`config.mk`:
```
export PLATFORM = sky130hd
export DESIGN_NAME = muldiv_ctl
export DESIGN_NICKNAME = d
export VERILOG_FILES = /design/src/rtl/muldiv_ctl_pkg.sv /design/src/rtl/dff.sv /design/src/rtl/muldiv_ctl_dp.sv /design/src/rtl/muldiv_ctl.sv
export SDC_FILE = /design/constraint.sdc
export NUM_CORES = 1
export LEC_CHECK = 0
export CORE_MARGIN = 2
export CORE_UTILIZATION = 30
export DETAILED_ROUTE_END_ITERATION = 8
export PLACE_DENSITY = 0.44
export RECOVER_POWER = 50
export SLEW_MARGIN = 20
export SYNTH_ARGS = -nofsm -noshare
export SYNTH_HDL_FRONTEND = slang
export SYNTH_SLANG_ARGS = --single-unit
export TNS_END_PERCENT = 50
```
`constraint.sdc`:
```
create_clock -name clk_i -period 3.1 [get_ports clk_i]
set_clock_uncertainty 0.15 [all_clocks]
set_input_delay 0.465 -clock clk_i [delete_from_list [all_inputs] [get_ports clk_i]]
set_output_delay 0.465 -clock clk_i [all_outputs]
set_load 0.02 [all_outputs]
```
`src/rtl/muldiv_ctl_pkg.sv`:
```
// muldiv_ctl_pkg: shared types for the iterative RV32M multiply/divide unit.
// Holds the funct3 op encoding, FSM states and small op classifiers.
package muldiv_ctl_pkg;

    localparam int MdWidth = 32;

    typedef enum logic [2:0] {
        MD_MUL    = 3'b000,
        MD_MULH   = 3'b001,
        MD_MULHSU = 3'b010,
        MD_MULHU  = 3'b011,
        MD_DIV    = 3'b100,
        MD_DIVU   = 3'b101,
        MD_REM    = 3'b110,
        MD_REMU   = 3'b111
    } rvga_muldiv_op;

    typedef enum logic [1:0] {
        ST_IDLE,
        ST_CALC,
        ST_FIX,
        ST_DONE
    } rvga_muldiv_state;

    function automatic logic op_is_div(rvga_muldiv_op op);
        return op[2];
    endfunction

    function automatic logic op_rs1_signed(rvga_muldiv_op op);
        return op inside {MD_MULH, MD_MULHSU, MD_DIV, MD_REM};
    endfunction

    function automatic logic op_rs2_signed(rvga_muldiv_op op);
        return op inside {MD_MULH, MD_DIV, MD_REM};
    endfunction

endpackage

```
`src/rtl/dff.sv`:
```
// dff: enabled register with synchronous active-low clear.
// Ports: clk_i, rst_i (0 = clear), en_i, d_i, q_o.
module dff #(
    parameter int width_p = 1
) (
    input  logic               clk_i,
    input  logic               rst_i,
    input  logic               en_i,
    input  logic [width_p-1:0] d_i,
    output logic [width_p-1:0] q_o
);

    always_ff @(posedge clk_i) begin
        if (!rst_i) begin
            q_o <= '0;
        end else if (en_i) begin
            q_o <= d_i;
        end
    end

endmodule

```
`src/rtl/muldiv_ctl_dp.sv`:
```
// muldiv_dp: radix-2 shift/add multiply and restoring divide datapath.
// Ports: load/step strobes, op + operands in; sign-fixed result and fast-path result out.
module muldiv_dp
    import muldiv_ctl_pkg::*;
#(
    parameter int width_p = 32
) (
    input  logic               clk_i,
    input  logic               rst_i,
    input  logic               load_i,
    input  logic               step_i,
    input  logic [2:0]         funct3_i,
    input  logic [width_p-1:0] rs1_i,
    input  logic [width_p-1:0] rs2_i,
    output logic               spec_o,
    output logic [width_p-1:0] spec_res_o,
    output logic [width_p-1:0] fix_res_o
);

    rvga_muldiv_op      op_in;
    rvga_muldiv_op      op_q, op_d;
    logic [width_p-1:0] a_q, a_d;
    logic [width_p-1:0] hi_q, hi_d;
    logic [width_p-1:0] lo_q, lo_d;
    logic               neg_q, neg_d;
    logic               rneg_q, rneg_d;

    logic               s1, s2;
    logic [width_p-1:0] mag1, mag2;
    logic [width_p-1:0] addend;
    logic [width_p:0]   mul_sum;
    logic [width_p:0]   rem_sh;
    logic [width_p:0]   diff;
    logic [2*width_p-1:0] prod, prod_s;
    logic [width_p-1:0] quo_s, rem_s;
    logic               div_zero, div_ovf;

    assign op_in = rvga_muldiv_op'(funct3_i);
    assign s1    = op_rs1_signed(op_in) & rs1_i[width_p-1];
    assign s2    = op_rs2_signed(op_in) & rs2_i[width_p-1];
    assign mag1  = s1 ? -rs1_i : rs1_i;
    assign mag2  = s2 ? -rs2_i : rs2_i;

    // Multiply: {hi,lo} shifts right, lo starts as multiplier.
    assign addend  = lo_q[0] ? a_q : '0;
    assign mul_sum = {1'b0, hi_q} + {1'b0, addend};

    // Divide: {hi,lo} shifts left, lo collects quotient bits.
    assign rem_sh = {hi_q, lo_q[width_p-1]};
    assign diff   = rem_sh - {1'b0, a_q};

    always_comb begin
        op_d   = op_q;
        a_d    = a_q;
        hi_d   = hi_q;
        lo_d   = lo_q;
        neg_d  = neg_q;
        rneg_d = rneg_q;
        if (load_i) begin
            op_d   = op_in;
            a_d    = op_is_div(op_in) ? mag2 : mag1;
            lo_d   = op_is_div(op_in) ? mag1 : mag2;
            hi_d   = '0;
            neg_d  = s1 ^ s2;
            rneg_d = s1;
        end else if (step_i) begin
            if (op_is_div(op_q)) begin
                // Borrow in diff[msb] means restore (keep shifted value).
                hi_d = diff[width_p] ? rem_sh[width_p-1:0]
                                     : diff[width_p-1:0];
                lo_d = {lo_q[width_p-2:0], ~diff[width_p]};
            end else begin
                hi_d = mul_sum[width_p:1];
                lo_d = {mul_sum[0], lo_q[width_p-1:1]};
            end
        end
    end

    always_ff @(posedge clk_i) begin
        if (!rst_i) begin
            op_q   <= MD_MUL;
            a_q    <= '0;
            hi_q   <= '0;
            lo_q   <= '0;
            neg_q  <= 1'b0;
            rneg_q <= 1'b0;
        end else begin
            op_q   <= op_d;
            a_q    <= a_d;
            hi_q   <= hi_d;
            lo_q   <= lo_d;
            neg_q  <= neg_d;
            rneg_q <= rneg_d;
        end
    end

    assign prod   = {hi_q, lo_q};
    assign prod_s = neg_q ? -prod : prod;
    assign quo_s  = neg_q ? -lo_q : lo_q;
    assign rem_s  = rneg_q ? -hi_q : hi_q;

    always_comb begin
        fix_res_o = rem_s;
        unique case (op_q)
            MD_MUL:                       fix_res_o = prod_s[width_p-1:0];
            MD_MULH, MD_MULHSU, MD_MULHU: fix_res_o = prod_s[2*width_p-1:width_p];
            MD_DIV, MD_DIVU:              fix_res_o = quo_s;
            MD_REM, MD_REMU:              fix_res_o = rem_s;
        endcase
    end

    // Cases resolved without iterating.
    assign div_zero = (rs2_i == '0);
    assign div_ovf  = ~funct3_i[0]
                    & (rs1_i == {1'b1, {(width_p-1){1'b0}}})
                    & (&rs2_i);
    assign spec_o   = funct3_i[2] & (div_zero | div_ovf);

    always_comb begin
        if (div_zero) begin
            spec_res_o = funct3_i[1] ? rs1_i : '1;
        end else begin
            spec_res_o = funct3_i[1] ? '0 : rs1_i;
        end
    end

endmodule

```
`src/rtl/muldiv_ctl.sv`:
```
// muldiv_ctl: FSM sequencing one RV32M op over width_p datapath steps.
// Ports: start/flush/funct3/operands in; busy stall, done pulse, registered result out.
module muldiv_ctl
    import muldiv_ctl_pkg::*;
#(
    parameter int width_p = MdWidth
) (
    input  logic               clk_i,
    input  logic               rst_i,
    input  logic               start_v_i,
    input  logic               flush_v_i,
    input  logic [2:0]         funct3_i,
    input  logic [width_p-1:0] rs1_data_i,
    input  logic [width_p-1:0] rs2_data_i,
    output logic               busy_o,
    output logic               done_v_o,
    output logic [width_p-1:0] result_o
);

    localparam int CntW = (width_p > 1) ? $clog2(width_p) : 1;
    localparam logic [CntW-1:0] CntLast = CntW'(width_p - 1);

    rvga_muldiv_state   state_q, state_d;
    logic [CntW-1:0]    cnt_q, cnt_d;
    logic               load, step, busy, res_en;
    logic               spec;
    logic [width_p-1:0] spec_res, fix_res, res_d;

    always_comb begin
        state_d = state_q;
        cnt_d   = cnt_q;
        load    = 1'b0;
        step    = 1'b0;
        busy    = 1'b0;
        res_en  = 1'b0;
        unique case (state_q)
            ST_IDLE: begin
                if (start_v_i && !flush_v_i) begin
                    busy    = 1'b1;
                    load    = 1'b1;
                    cnt_d   = '0;
                    res_en  = spec;
                    state_d = spec ? ST_DONE : ST_CALC;
                end
            end
            ST_CALC: begin
                busy = 1'b1;
                step = 1'b1;
                if (cnt_q == CntLast) begin
                    state_d = ST_FIX;
                end else begin
                    cnt_d = cnt_q + CntW'(1);
                end
            end
            ST_FIX: begin
                busy    = 1'b1;
                res_en  = ~flush_v_i;
                state_d = ST_DONE;
            end
            ST_DONE: begin
                state_d = ST_IDLE;
            end
        endcase
        if (flush_v_i) begin
            state_d = ST_IDLE;
        end
    end

    always_ff @(posedge clk_i) begin
        if (!rst_i) begin
            state_q <= ST_IDLE;
            cnt_q   <= '0;
        end else begin
            state_q <= state_d;
            cnt_q   <= cnt_d;
        end
    end

    assign busy_o   = busy;
    assign done_v_o = (state_q == ST_DONE);
    assign res_d    = load ? spec_res : fix_res;

    muldiv_dp #(
        .width_p(width_p)
    ) u_dp (
        .clk_i     (clk_i),
        .rst_i     (rst_i),
        .load_i    (load),
        .step_i    (step),
        .funct3_i  (funct3_i),
        .rs1_i     (rs1_data_i),
        .rs2_i     (rs2_data_i),
        .spec_o    (spec),
        .spec_res_o(spec_res),
        .fix_res_o (fix_res)
    );

    dff #(
        .width_p(width_p)
    ) u_res (
        .clk_i(clk_i),
        .rst_i(rst_i),
        .en_i (res_en),
        .d_i  (res_d),
        .q_o  (result_o)
    );

endmodule

```
* Word level (Yosys, flattened, before mapping)
Index checks and enable logic that the tools add are counted.
** Word-level totals
- Bits in registers :: 140
- Logic and storage cells :: 96
- Output and inout bits :: 34
- Input port bits :: 71
** Operators by class
- Bitwise operators :: 11
- Add/subtract/negate cells :: 8
- Equality and inequality tests :: 19
- Reduce and logical (&&, ||, !) cells :: 18
- Muxes and demuxes :: 31
** Operator list (count)
- $mux 32 :: 16
- $neg 32->32 :: 4
- $pmux 32 s4 :: 1
- $mux 64 :: 1
- $neg 64->64 :: 1
- $add 32x32->33 :: 1
- $sub 33x32->33 :: 1
- $eq 32x32->1 const B :: 1
- $logic_not 32->1 :: 1
- $reduce_and 32->1 :: 1
- $eq 3x3->1 const B :: 6
- $mux 5 :: 2
- $pmux 5 s2 :: 1
- $reduce_or 2->1 :: 5
- $eq 3x2->1 const B :: 3
- $pmux 2 s4 :: 1
- $eq 3x1->1 const B :: 2
- $mux 2 :: 3
- $ne 2x2->1 const B :: 3
- $add 5x1->5 const B :: 1
- $and 1x1->1 :: 5
- $eq 5x5->1 const B :: 1
- $eq 2x2->1 const B :: 2
- $mux 1 :: 4
- 15 further kinds :: 20

* Logic depth before layout (Yosys ltp)
Gate-level depths: netlist of the first run.
- Word-level depth :: 8
- Gate-level depth with buffers :: 15
- Gate-level depth less buffers :: 13

* Hierarchy
A second synthesis of the first run with hierarchy kept.
** Second synthesis, totals
- Cell total of the unflattened synthesis :: 2152
- Area total of the unflattened synthesis :: 15648.8 um^2
** Modules (own cells, without submodules)
- muldiv_dp :: seq. area each 2021.9 um^2, area each 13425.4 um^2, cells each 1962, instances 1
- dff :: seq. area each 640.6 um^2, area each 1243.7 um^2, cells each 103, instances 1
- muldiv_ctl :: seq. area each 140.1 um^2, area each 979.7 um^2, cells each 87, instances 1

* Worst setup path before layout of the first run
OpenSTA, ideal clock, no wires.
- Path kind :: reg-to-reg
- From :: register u_dp.hi_q[4]
- To :: register u_dp.hi_q[8]
- Period minus slack after synthesis :: 3.457 ns
- Path buffers :: 1
- Slack :: -0.357 ns
- Setup time :: 0.131 ns
- Cell stages (with the launch flop) :: 13
- Arrival time :: 3.175 ns
- Data required time :: 2.819 ns
- Cells stage by stage :: dfxtp_1 ha_1 a21o_1 or3_1 nor2_1 o221ai_1 a21bo_2 a211oi_1 o221a_2 buf_2 mux2_2 a211oi_1 nor3_1
** On the way
- Cells in the longest elaborated chain, start to end :: 3
- Elaborated cells between the ends (all ways) :: 4
- Classes of those cells :: 2 x add/sub; 2 x mux
** RTL lines
- start: declaration :: line muldiv_ctl_dp.sv:23 : logic [width_p-1:0] hi_q, hi_d;
- start signal: assignment :: line muldiv_ctl_dp.sv:90 : hi_q <= hi_d;
- $sub 33x32->33 :: line muldiv_ctl_dp.sv:50 : assign diff = rem_sh - {1'b0, a_q};
- $mux 32 :: line muldiv_ctl_dp.sv:69 : hi_d = diff[width_p] ? rem_sh[width_p-1:0]
- $mux 32 * :: line muldiv_ctl_dp.sv:67 : if (op_is_div(op_q)) begin
Mark *: on every way between the ends. The rest lies on a longest branch, timed or not.
A chain may end at the register's enable or synchronous reset.

* Worst setup path after layout of the first run
- From :: register u_dp.lo_q[10]
- To :: register u_res.q_o[15]
** On the way
- Cells in the longest elaborated chain, start to end :: 4
- Elaborated cells between the ends (all ways) :: 6
- Classes of those cells :: 2 x add/sub; 4 x mux
** RTL lines
- start: declaration :: line muldiv_ctl_dp.sv:24 : logic [width_p-1:0] lo_q, lo_d;
- start signal: assignment :: line muldiv_ctl_dp.sv:91 : lo_q <= lo_d;
- $neg 64->64 / $neg 32->32 (equally long branches) :: line muldiv_ctl_dp.sv:98, muldiv_ctl_dp.sv:99
- $mux 64 / $mux 32 (equally long branches) :: line muldiv_ctl_dp.sv:98, muldiv_ctl_dp.sv:99
- $pmux 32 s4 * :: line muldiv_ctl_dp.sv:104 : unique case (op_q)
- $mux 32 * :: line muldiv_ctl.sv:81 : assign res_d = load ? spec_res : fix_res;
- end signal: assignment :: line dff.sv:17 : q_o <= d_i;
- end: declaration :: line dff.sv:10 : output logic [width_p-1:0] q_o
Marks and branches as above.

==> results.json, run 1 <==
{
  "netlist.area_leader.share_pct": 19.0,
  "cp_common_cell": "buf_6",
  "path_class": "register to register",
  "clk_pin_slew_ps": 60,
  "cp_slowest_cell": "or4_4",
  "yosys-top-cells-count": "nand2_1 (238), nor2_1 (197), o21ai_0 (162)",
  "portBuffers": 104,
  "synth-xor-area-share_pct": 10.5,
  "via_count": 17500,
  "area_growth_pct": 50.8,
  "failed_checks": "setup timing",
  "tightest_slew_ps": 915,
  "synth_top_family_by_area": "compound AO/OA/AOI/OAI gates",
  "dpl_worst_slack_ps": -756,
  "grt_first_pass_wirelength_microns": 102000,
  "power_density_nw_per_um2": 401,
  "yosysMostFrequentCell": "nand2_1",
  "num_rows": 81,
  "drc_errors": 0,
  "crit_buf_inv": 2,
  "wl_per_cell_microns": 21.1,
  "ys_top_cells_by_area": "dfxtp_1 (19%), ha_1 (6.4%), nand2_1 (6.1%)",
  "ys_seq_area_share_pct": 19.0,
  "period_share_pct": 109,
  "max-cap-violations": 0,
  "drtAntennaViolNets": 0,
  "power.share.sequential_pct": 22.5,
  "switching_share_pct": 39.6,
  "firstDrtPassIters": 5,
  "gp_congestion": 0.989,
  "finalPower_uw": 8910,
  "slew_headroom_pct": 38.9,
  "rsz0062_at_grt": "true",
  "cp.required_ps": 3290,
  "crit_path_cell_trace": "or4_4 -> nor4_4 -> or4b_4 -> buf_6 -> or3_4 -> buf_6 -> o41ai_4 -> xnor2_2 -> a211oi_2 -> o22ai_1",
  "ys_types": 85,
  "cp_max_fo": 5,
  "grt_max_degree": 90,
  "synth-simple-area-share_pct": 21.6,
  "dp_hpwl_microns": 52900,
  "coreArea_sq_um": 48700,
  "setup_ws_ps": -291,
  "die_h_microns": 226,
  "ys_seq_elements": 140,
  "syn_inst": 2081,
  "die_area_sq_um": 50900,
  "drtIter0Drc": 1042,
  "pwr-share-clk_pct": 24.8,
  "worstPathArrival_ps": 3580,
  "setup_viol": 61,
  "initial_core_util_pct": 30.3,
  "crit_path_end_kind": "register",
  "p_int_uw": 5380,
  "synth_top_area_cell": "dfxtp_1",
  "p_comb_share_pct": 52.6,
  "cp_top_family": "simple AND/OR/NAND/NOR gates",
  "cts_tree": "built",
  "synth_flop_cell": "dfxtp_1",
  "antenna_found_initial": 0,
  "syn-cell-area_sq_um": 14700,
  "finalHoldViolCount": 0,
  "avgSynthCellArea_sq_um": 7.09,
  "die_x_microns": 226,
  "hold_class": "primary input to register",
  "period_needed_ps": 3390,
  "grt_pass1_vias": 17000,
  "cpPeakStageDelay_ps": 580,
  "cts.sinks": 140,
  "nets": 2694,
  "slew_viol_final": 0,
  "muxShareOfSynthArea_pct": 5.03,
  "power.leakage_uw": 0.00906,
  "drive_gt1_share_pct": 32.3,
  "htree_num_levels": 4,
  "fmax_mhz": 295,
  "startpoint_type": "register",
  "ys_async_sr_fraction_pct": 0,
  "synth_compound_area_share_pct": 30.5,
  "io_pins": 105,
  "synth_fa_ha_area_share_pct": 7.38,
  "synth_edf_count": 0,
  "numCtsBuffers": 17,
  "power.switching_uw": 3530,
  "wirelength_microns": 68000,
  "avgViaCountPerCell": 5.42,
  "grt-ovfl-total": 0,
  "setup_tns_ps": -6430,
  "outcome": "complete, but fails checks",
  "clock_latency_ps": 460,
  "cts_buffer_depth": 2,
  "syn_nets": 2229,
  "grt_usage_pct": 26.4,
  "root_buffer": "clkbuf_16",
  "vdd_drop_max_mv": 0.380,
  "synth_warnings": 0
}
## final cells by class
type / instances / area, sq um
diodes: 1 / 2.50
clock buffers: 19 / 433
clock inverters: 13 / 169
fillers: 4920 / 26500
inverters: 70 / 265
multi-input cells: 1717 / 12700
flip-flops and latches: 140 / 2830
well taps: 664 / 831
repair buffers: 600 / 5050
## path summary, 6_finish.rpt
path	from	to	slack [ps]	cells after the start
setup / recovery	u_dp.lo_q[10]$_SDFFE_PN0P_	u_res.q_o[15]$_SDFFE_PN0P_	-290	10
hold / removal	rst_i	u_dp.a_q[21]$_SDFFE_PN0P_	200	2
setup reg to reg	u_dp.lo_q[10]$_SDFFE_PN0P_	u_res.q_o[15]$_SDFFE_PN0P_	-290	10
hold reg to reg	u_dp.a_q[4]$_SDFFE_PN0P_	u_dp.a_q[4]$_SDFFE_PN0P_	320	2
## power by group through the flow
stage          Clock (uW)  Sequential, uW  Combinational, uW
2_1_floorplan           0            2040               2120
3_3_place_gp            0            2030               3930
3_5_place_dp            0            2030               3930
4_1_cts              2260            2000               4420
5_1_grt              2300            2020               5030
6_report             2210            2010               4690
## flip-flops by register name, indices dropped and copies added (netlist names)
name / count
state_q: 2
cnt_q: 5
u_dp.a_q: 32
u_res.q_o: 32
u_dp.rneg_q: 1
u_dp.lo_q: 32
u_dp.neg_q: 1
u_dp.op_q: 3
u_dp.hi_q: 32
## cell families (layout without fill, tap and decap cells)
kind of cell	count (synthesis)	count (layout)
DFF	140	140
AOI/OAI and AO/OA	694	695
other	0	1
buffers and inverters	225	702
and+or+nand+nor	686	686
xor gates and xnor gates	176	176
adders and majority gates	88	88
muxes	72	72
## routing by layer
metal  vias up  part of all wire [%]  global-route usage [%]
li1       8493                     -                       -
met1      8414                    46                    35.6
met2       494                    47                    44.1
met3        77                   4.4                    2.73
met4         0                   2.6                    8.12
met5         -                     0                       0
## layout by cell type (no fill, tap or decap), types with 16 or more instances in the layout
cell             synthesis  layout
ha_1                    75      60
dfxtp_2                  0      20
clkbuf_16                0      18
o21a_1                  17      17
nand3_1                 56      47
dfxtp_1                140     119
a21o_1                  35      35
buf_4                    2     447
nand2_1                238     232
a21oi_1                160     128
inv_1                   68      57
nor3_1                  39      30
and2_1                  18      16
a211oi_1                36      23
o21ai_1                  6      23
clkdlybuf4s50_1          0      67
xor2_1                  79      70
nor2_1                 197     177
dlygate4sd3_1            0      33
xnor2_1                 97      93
a21oi_2                  0      27
o22ai_1                 23      21
o21ai_2                  0      20
buf_6                    2      33
nand4_1                 22      22
o21ai_0                162     121
o211ai_1                76      76
a21boi_0                35      33
mux2i_1                 55      52
## metrics by stage
stage | util [%] | hold WS, ps | instances | area [sq um]
6_report | 45.6 | 200 | 3224 | 22200
5_1_grt | 45.6 | 184 | 3223 | 22200
4_1_cts | 43.9 | 171 | 3206 | 21400
3_5_place_dp | 40.4 | 310 | 3159 | 19700
3_3_place_gp | 40.4 | 303 | 3159 | 19700
2_1_floorplan | - | 291 | 2081 | 14800
## what timing repair did
item                                   4_1_cts  5_1_grt
endpoints found under the hold margin        0        0
resized for setup                          231      170
setup endpoints to repair                   74       80
buffers inserted                            21       23
pin swaps                                  127      120
cloned                                       2        1
hold buffers                                 0        0
Note: power is estimated with default switching activity, not from simulation.
==> run 2, diff against run 1 <==
- CORE_UTILIZATION: 30 -> 35
- PLACE_DENSITY: 0.44 -> 0.5
==> results.json, run 2 (synthesis gave the netlist of run 1 again) <==
{
  "outcome": "complete, but fails checks",
  "failed_checks": "setup timing",
  "coreArea_sq_um": 41800,
  "cp-endpoint": "u_res.q_o[25]$_SDFFE_PN0P_",
  "grt-ovfl-total": 0,
  "cts_tree": "built",
  "period_needed_ps": 3420,
  "fmax_mhz": 292,
  "setup_ws_ps": -319,
  "switching_share_pct": 38.7,
  "num_rows": 75,
  "drc_errors": 0,
  "drtIter0Drc": 1413,
  "power.leakage_uw": 0.00891,
  "regToRegStartpoint": "u_dp.lo_q[10]$_SDFFE_PN0P_",
  "die_x_microns": 209,
  "drive_gt1_share_pct": 30.5,
  "p_int_uw": 5400,
  "worstPathArrival_ps": 3650,
  "grt_max_degree": 101,
  "startpoint_type": "register",
  "wirelength_microns": 65400,
  "clk_pin_slew_ps": 60,
  "firstDrtPassIters": 5,
  "diodes": 0,
  "grt_usage_pct": 28.9,
  "antenna_found_initial": 0,
  "pwr-share-clk_pct": 23.7,
  "path_class": "register to register",
  "power.switching_uw": 3420,
  "drtAntennaViolNets": 0,
  "htree_num_levels": 4,
  "hold_class": "register to register",
  "cts.sinks": 140,
  "ctsHoldBuffers": 0,
  "max-cap-violations": 0,
  "rrSetupSlack_ps": -320,
  "gp_congestion": 0.979,
  "nets": 2681,
  "tightest_slew_ps": 1080,
  "cts_buffer_depth": 2,
  "nFillCells": 4031,
  "period_share_pct": 110,
  "dp_hpwl_microns": 50700,
  "setup_viol": 62,
  "fin_util_pct": 52.1,
  "grt_first_pass_wirelength_microns": 98400,
  "area_growth_pct": 47.5,
  "root_buffer": "clkbuf_16",
  "wl_per_cell_microns": 21.2,
  "worst_hold_slack_ps": 317,
  "final_common_cell": "buf_4",
  "cp_slowest_cell": "or4_4",
  "numCtsBuffers": 17,
  "clock_latency_ps": 460,
  "power.share.sequential_pct": 22.9,
  "grt_pass1_vias": 16600,
  "crit_path_cell_trace": "or4_4 -> nor4_4 -> or4b_4 -> nor4_2 -> buf_4 -> nand4_1 -> nor4_2 -> o22ai_2 -> xor2_1 -> a211oi_2 -> buf_4 -> nor3_2",
  "multi_input_area_sq_um": 12400,
  "vdd_drop_max_mv": 0.396,
  "reg2reg_to": "u_res.q_o[25]$_SDFFE_PN0P_",
  "portBuffers": 104,
  "ff2ff_path_depth": 12,
  "cp_max_fo": 4,
  "via_count": 17500,
  "slew_viol_final": 0,
  "crit_path_end_kind": "register",
  "avgViaCountPerCell": 5.66,
  "finalHoldViolCount": 0,
  "io_pins": 105,
  "seqCellArea_sq_um": 2830,
  "startpoint": "u_dp.lo_q[10]$_SDFFE_PN0P_",
  "cpPeakStageDelay_ps": 570,
  "die_h_microns": 209,
  "rsz0062_at_grt": "true",
  "slew_headroom_pct": 28.0,
  "cp.required_ps": 3340,
  "final_cell_mix": "buf_4 (439), nand2_1 (231), nor2_1 (177), a21oi_1 (130), o21ai_0 (129)",
  "p_comb_share_pct": 53.4,
  "power_density_nw_per_um2": 405,
  "initial_core_util_pct": 35.3,
  "die_area_sq_um": 43800
}
-- run 2: worst min-delay path by stage --
stage | start | cells past startpoint | slack, ps | to
after floorplan | u_dp.a_q[10]$_SDFFE_PN0P_ | 2 | 290 | u_dp.a_q[10]$_SDFFE_PN0P_
after global placement | u_dp.a_q[3]$_SDFFE_PN0P_ | 2 | 300 | u_dp.a_q[3]$_SDFFE_PN0P_
after detailed placement | u_dp.a_q[4]$_SDFFE_PN0P_ | 2 | 310 | u_dp.a_q[4]$_SDFFE_PN0P_
after CTS | u_dp.a_q[4]$_SDFFE_PN0P_ | 2 | 310 | u_dp.a_q[4]$_SDFFE_PN0P_
after global routing | u_dp.a_q[26]$_SDFFE_PN0P_ | 2 | 350 | u_dp.a_q[26]$_SDFFE_PN0P_
final | u_dp.a_q[4]$_SDFFE_PN0P_ | 2 | 320 | u_dp.a_q[4]$_SDFFE_PN0P_
-- run 2: layer usage --
| metal | vias up | part of all wire [%] | track usage [%] |
|---|---|---|---|
| met2 | 549 | 46 | 47.3 |
| met3 | 85 | 4.9 | 3.07 |
| li1 | 8471 | - | - |
| met4 | 0 | 2.9 | 9.06 |
| met1 | 8362 | 46 | 40.0 |
| met5 | - | 0 | 0 |
-- run 2: layout make-up --
type / instances / area share, %
Multi-Input combinational cell: 1716 / 56.8
Timing Repair Buffer: 588 / 23.1
Sequential cell: 140 / 13.0
Tap cell: 539 / 3.10
Clock buffer: 22 / 2.32
Inverter: 70 / 1.23
Clock inverter: 10 / 0.397
-- run 2: per-stage QoR --
stage | cells | TNS, ps | total power (uW) | setup slack (ps) | instance area (sq um)
floorplan | 2081 | -805 | 4160 | -45.3 | 14800
global placement | 3016 | -38080 | 5890 | -605 | 19400
detailed placement | 3016 | -42270 | 5900 | -741 | 19400
CTS | 3065 | -13890 | 8500 | -342 | 20700
global route | 3085 | -17530 | 9250 | -431 | 21700
finish | 3085 | -9160 | 8820 | -319 | 21700
-- run 2: critical path: cells and delay by family, from the launching register on --
family                    cells  cell delay (ps)
and+or+nand+nor               7             2040
DFF                           1              320
buffers and inverters         2              320
xor gates and xnor gates      1              270
AOI/OAI and AO/OA             2              250
-- run 2: power by group through the flow --
stage / clock network [uW] / registers [uW] / logic [uW]
2_1_floorplan: 0 / 2040 / 2120
6_report: 2090 / 2020 / 4710
4_1_cts: 2120 / 2010 / 4370
5_1_grt: 2190 / 2030 / 5030
3_5_place_dp: 0 / 2040 / 3850
3_3_place_gp: 0 / 2040 / 3850
-- run 2: what timing repair did --
item | 4_1_cts | 5_1_grt
endpoints found under the setup margin | 68 | 84
gates resized for setup | 125 | 204
setup buffers | 13 | 26
pin swaps | 72 | 116
gates cloned | 4 | 0
==> run 3, diff against run 2 <==
- CTS_BUF_LIST: default -> sky130_fd_sc_hd__clkbuf_4 sky130_fd_sc_hd__clkbuf_8
==> results.json, run 3 (synthesis gave the netlist of run 1 again) <==
{
  "outcome": "complete, but fails checks",
  "failed_checks": "setup timing",
  "hold_class": "primary input to register",
  "setup_ws_ps": -348,
  "startpoint_type": "register",
  "dp_hpwl_microns": 50700,
  "nets": 2678,
  "htree_num_levels": 4,
  "drc_errors": 0,
  "power.switching_uw": 3300,
  "avgViaCountPerCell": 5.62,
  "num_rows": 75,
  "finalPower_uw": 8210,
  "slew_viol_final": 0,
  "cp.required_ps": 3350,
  "tightest_slew_ps": 1140,
  "path_class": "register to register",
  "coreArea_sq_um": 41800,
  "slew_headroom_pct": 24.0,
  "grt_first_pass_wirelength_microns": 98400,
  "postPlaceCellArea_sq_um": 19400,
  "grt_max_degree": 101,
  "wirelength_microns": 64600,
  "p_comb_share_pct": 56.2,
  "portBuffers": 104,
  "die_x_microns": 209,
  "area_growth_pct": 43.8,
  "rsz0062_at_grt": "true",
  "gp_congestion": 0.979,
  "setup_viol": 72,
  "clk_pin_slew_ps": 100,
  "numCtsBuffers": 17,
  "power_density_nw_per_um2": 387,
  "wl_per_cell_microns": 20.9,
  "power.share.sequential_pct": 24.5,
  "firstDrtPassIters": 5,
  "pwr-share-clk_pct": 19.3,
  "drive_gt1_share_pct": 29.0,
  "crit_path_end_kind": "register",
  "initial_core_util_pct": 35.3,
  "period_share_pct": 111,
  "drtIter0Drc": 1338,
  "grt-ovfl-total": 0,
  "final_cell_mix": "buf_4 (441), nand2_1 (229), nor2_1 (187), o21ai_0 (133), a21oi_1 (133)",
  "antenna_found_initial": 0,
  "fin_util_pct": 50.8,
  "worstPathArrival_ps": 3700,
  "p_int_uw": 4910,
  "die_area_sq_um": 43800,
  "max-cap-violations": 0,
  "grt_pass1_vias": 16600,
  "switching_share_pct": 40.2,
  "cpPeakStageDelay_ps": 560,
  "cts.sinks": 140,
  "cts_buffer_depth": 2,
  "period_needed_ps": 3450,
  "die_h_microns": 209,
  "grt_usage_pct": 29.0,
  "drtAntennaViolNets": 0,
  "clock_latency_ps": 510,
  "via_count": 17300,
  "setup_tns_ps": -9700,
  "io_pins": 105,
  "final_common_cell": "buf_4",
  "fmax_mhz": 290,
  "ctsHoldBuffers": 0,
  "diodes": 0,
  "worst_hold_slack_ps": 315,
  "finalHoldViolCount": 0,
  "root_buffer": "clkbuf_8",
  "cts_tree": "built",
  "power.leakage_uw": 0.00874,
  "vdd_drop_max_mv": 0.311,
  "final_cell_area_sq_um": 21200,
  "nFillCells": 4076,
  "cp_slowest_cell": "or4_4",
  "cp_max_fo": 4,
  "crit_path_cell_trace": "or4_4 -> nor4_4 -> or4b_4 -> nor4_2 -> buf_4 -> nand4_1 -> nor4_2 -> o22ai_2 -> xor2_1 -> a211oi_2 -> buf_4 -> nor3_2"
}
[run 3: final cells by class]
| class | count | area, sq um | area share (%) |
|---|---|---|---|
| sequential | 140 | 2830 | 13.4 |
| clock inverter | 11 | 116 | 0.549 |
| clock buffer | 21 | 289 | 1.36 |
| timing repair buffer | 585 | 4930 | 23.2 |
| multi-input combinational | 1716 | 12100 | 57.1 |
| inverter | 70 | 268 | 1.26 |
| tap | 539 | 674 | 3.18 |
[run 3: through the flow]
step | setup slack, ps | std cells
6_report | -348 | 3082
5_1_grt | -478 | 3082
4_1_cts | -343 | 3071
3_5_place_dp | -741 | 3016
3_3_place_gp | -605 | 3016
2_1_floorplan | -45.3 | 2081
[run 3: metal layers]
| metal | vias up | track usage (%) | share of wire (%) |
|---|---|---|---|
| met3 | 89 | 3.10 | 5.0 |
| met5 | - | 0 | 0 |
| met1 | 8251 | 40.0 | 47 |
| met4 | 0 | 9.90 | 2.9 |
| li1 | 8469 | - | - |
| met2 | 517 | 47.0 | 45 |
[run 3: worst paths after layout]
path	start	to	slack (ps)	depth (start not counted)
worst min-delay path	rst_i	u_dp.hi_q[18]$_SDFFE_PP0P_	320	5
worst max-delay path	u_dp.lo_q[10]$_SDFFE_PN0P_	u_res.q_o[25]$_SDFFE_PN0P_	-350	12
worst min register to register	u_dp.a_q[3]$_SDFFE_PN0P_	u_dp.a_q[3]$_SDFFE_PN0P_	330	2
worst max register to register	u_dp.lo_q[10]$_SDFFE_PN0P_	u_res.q_o[25]$_SDFFE_PN0P_	-350	12
[run 3: repair_timing]
action,in CTS,in global routing
setup buffers,20,15
setup endpoints to repair,63,83
pin swaps,82,82
resized for setup,149,125
cloned,3,0
[run 3: critical path: cells and delay by family (launching register included)]
family	cells	cell delay, ps
DFF	1	330
AOI/OAI and AO/OA	2	380
and+or+nand+nor	7	1960
xor gates and xnor gates	1	220
buffers and inverters	2	320
[run 3: power by group through the flow]
stage,sequential (uW),combinational [uW],clock [uW]
CTS,2010,4400,1630
floorplan,2040,2120,0
global placement,2040,3850,0
finish,2020,4620,1580
detailed placement,2040,3850,0
global route,2020,4940,1690
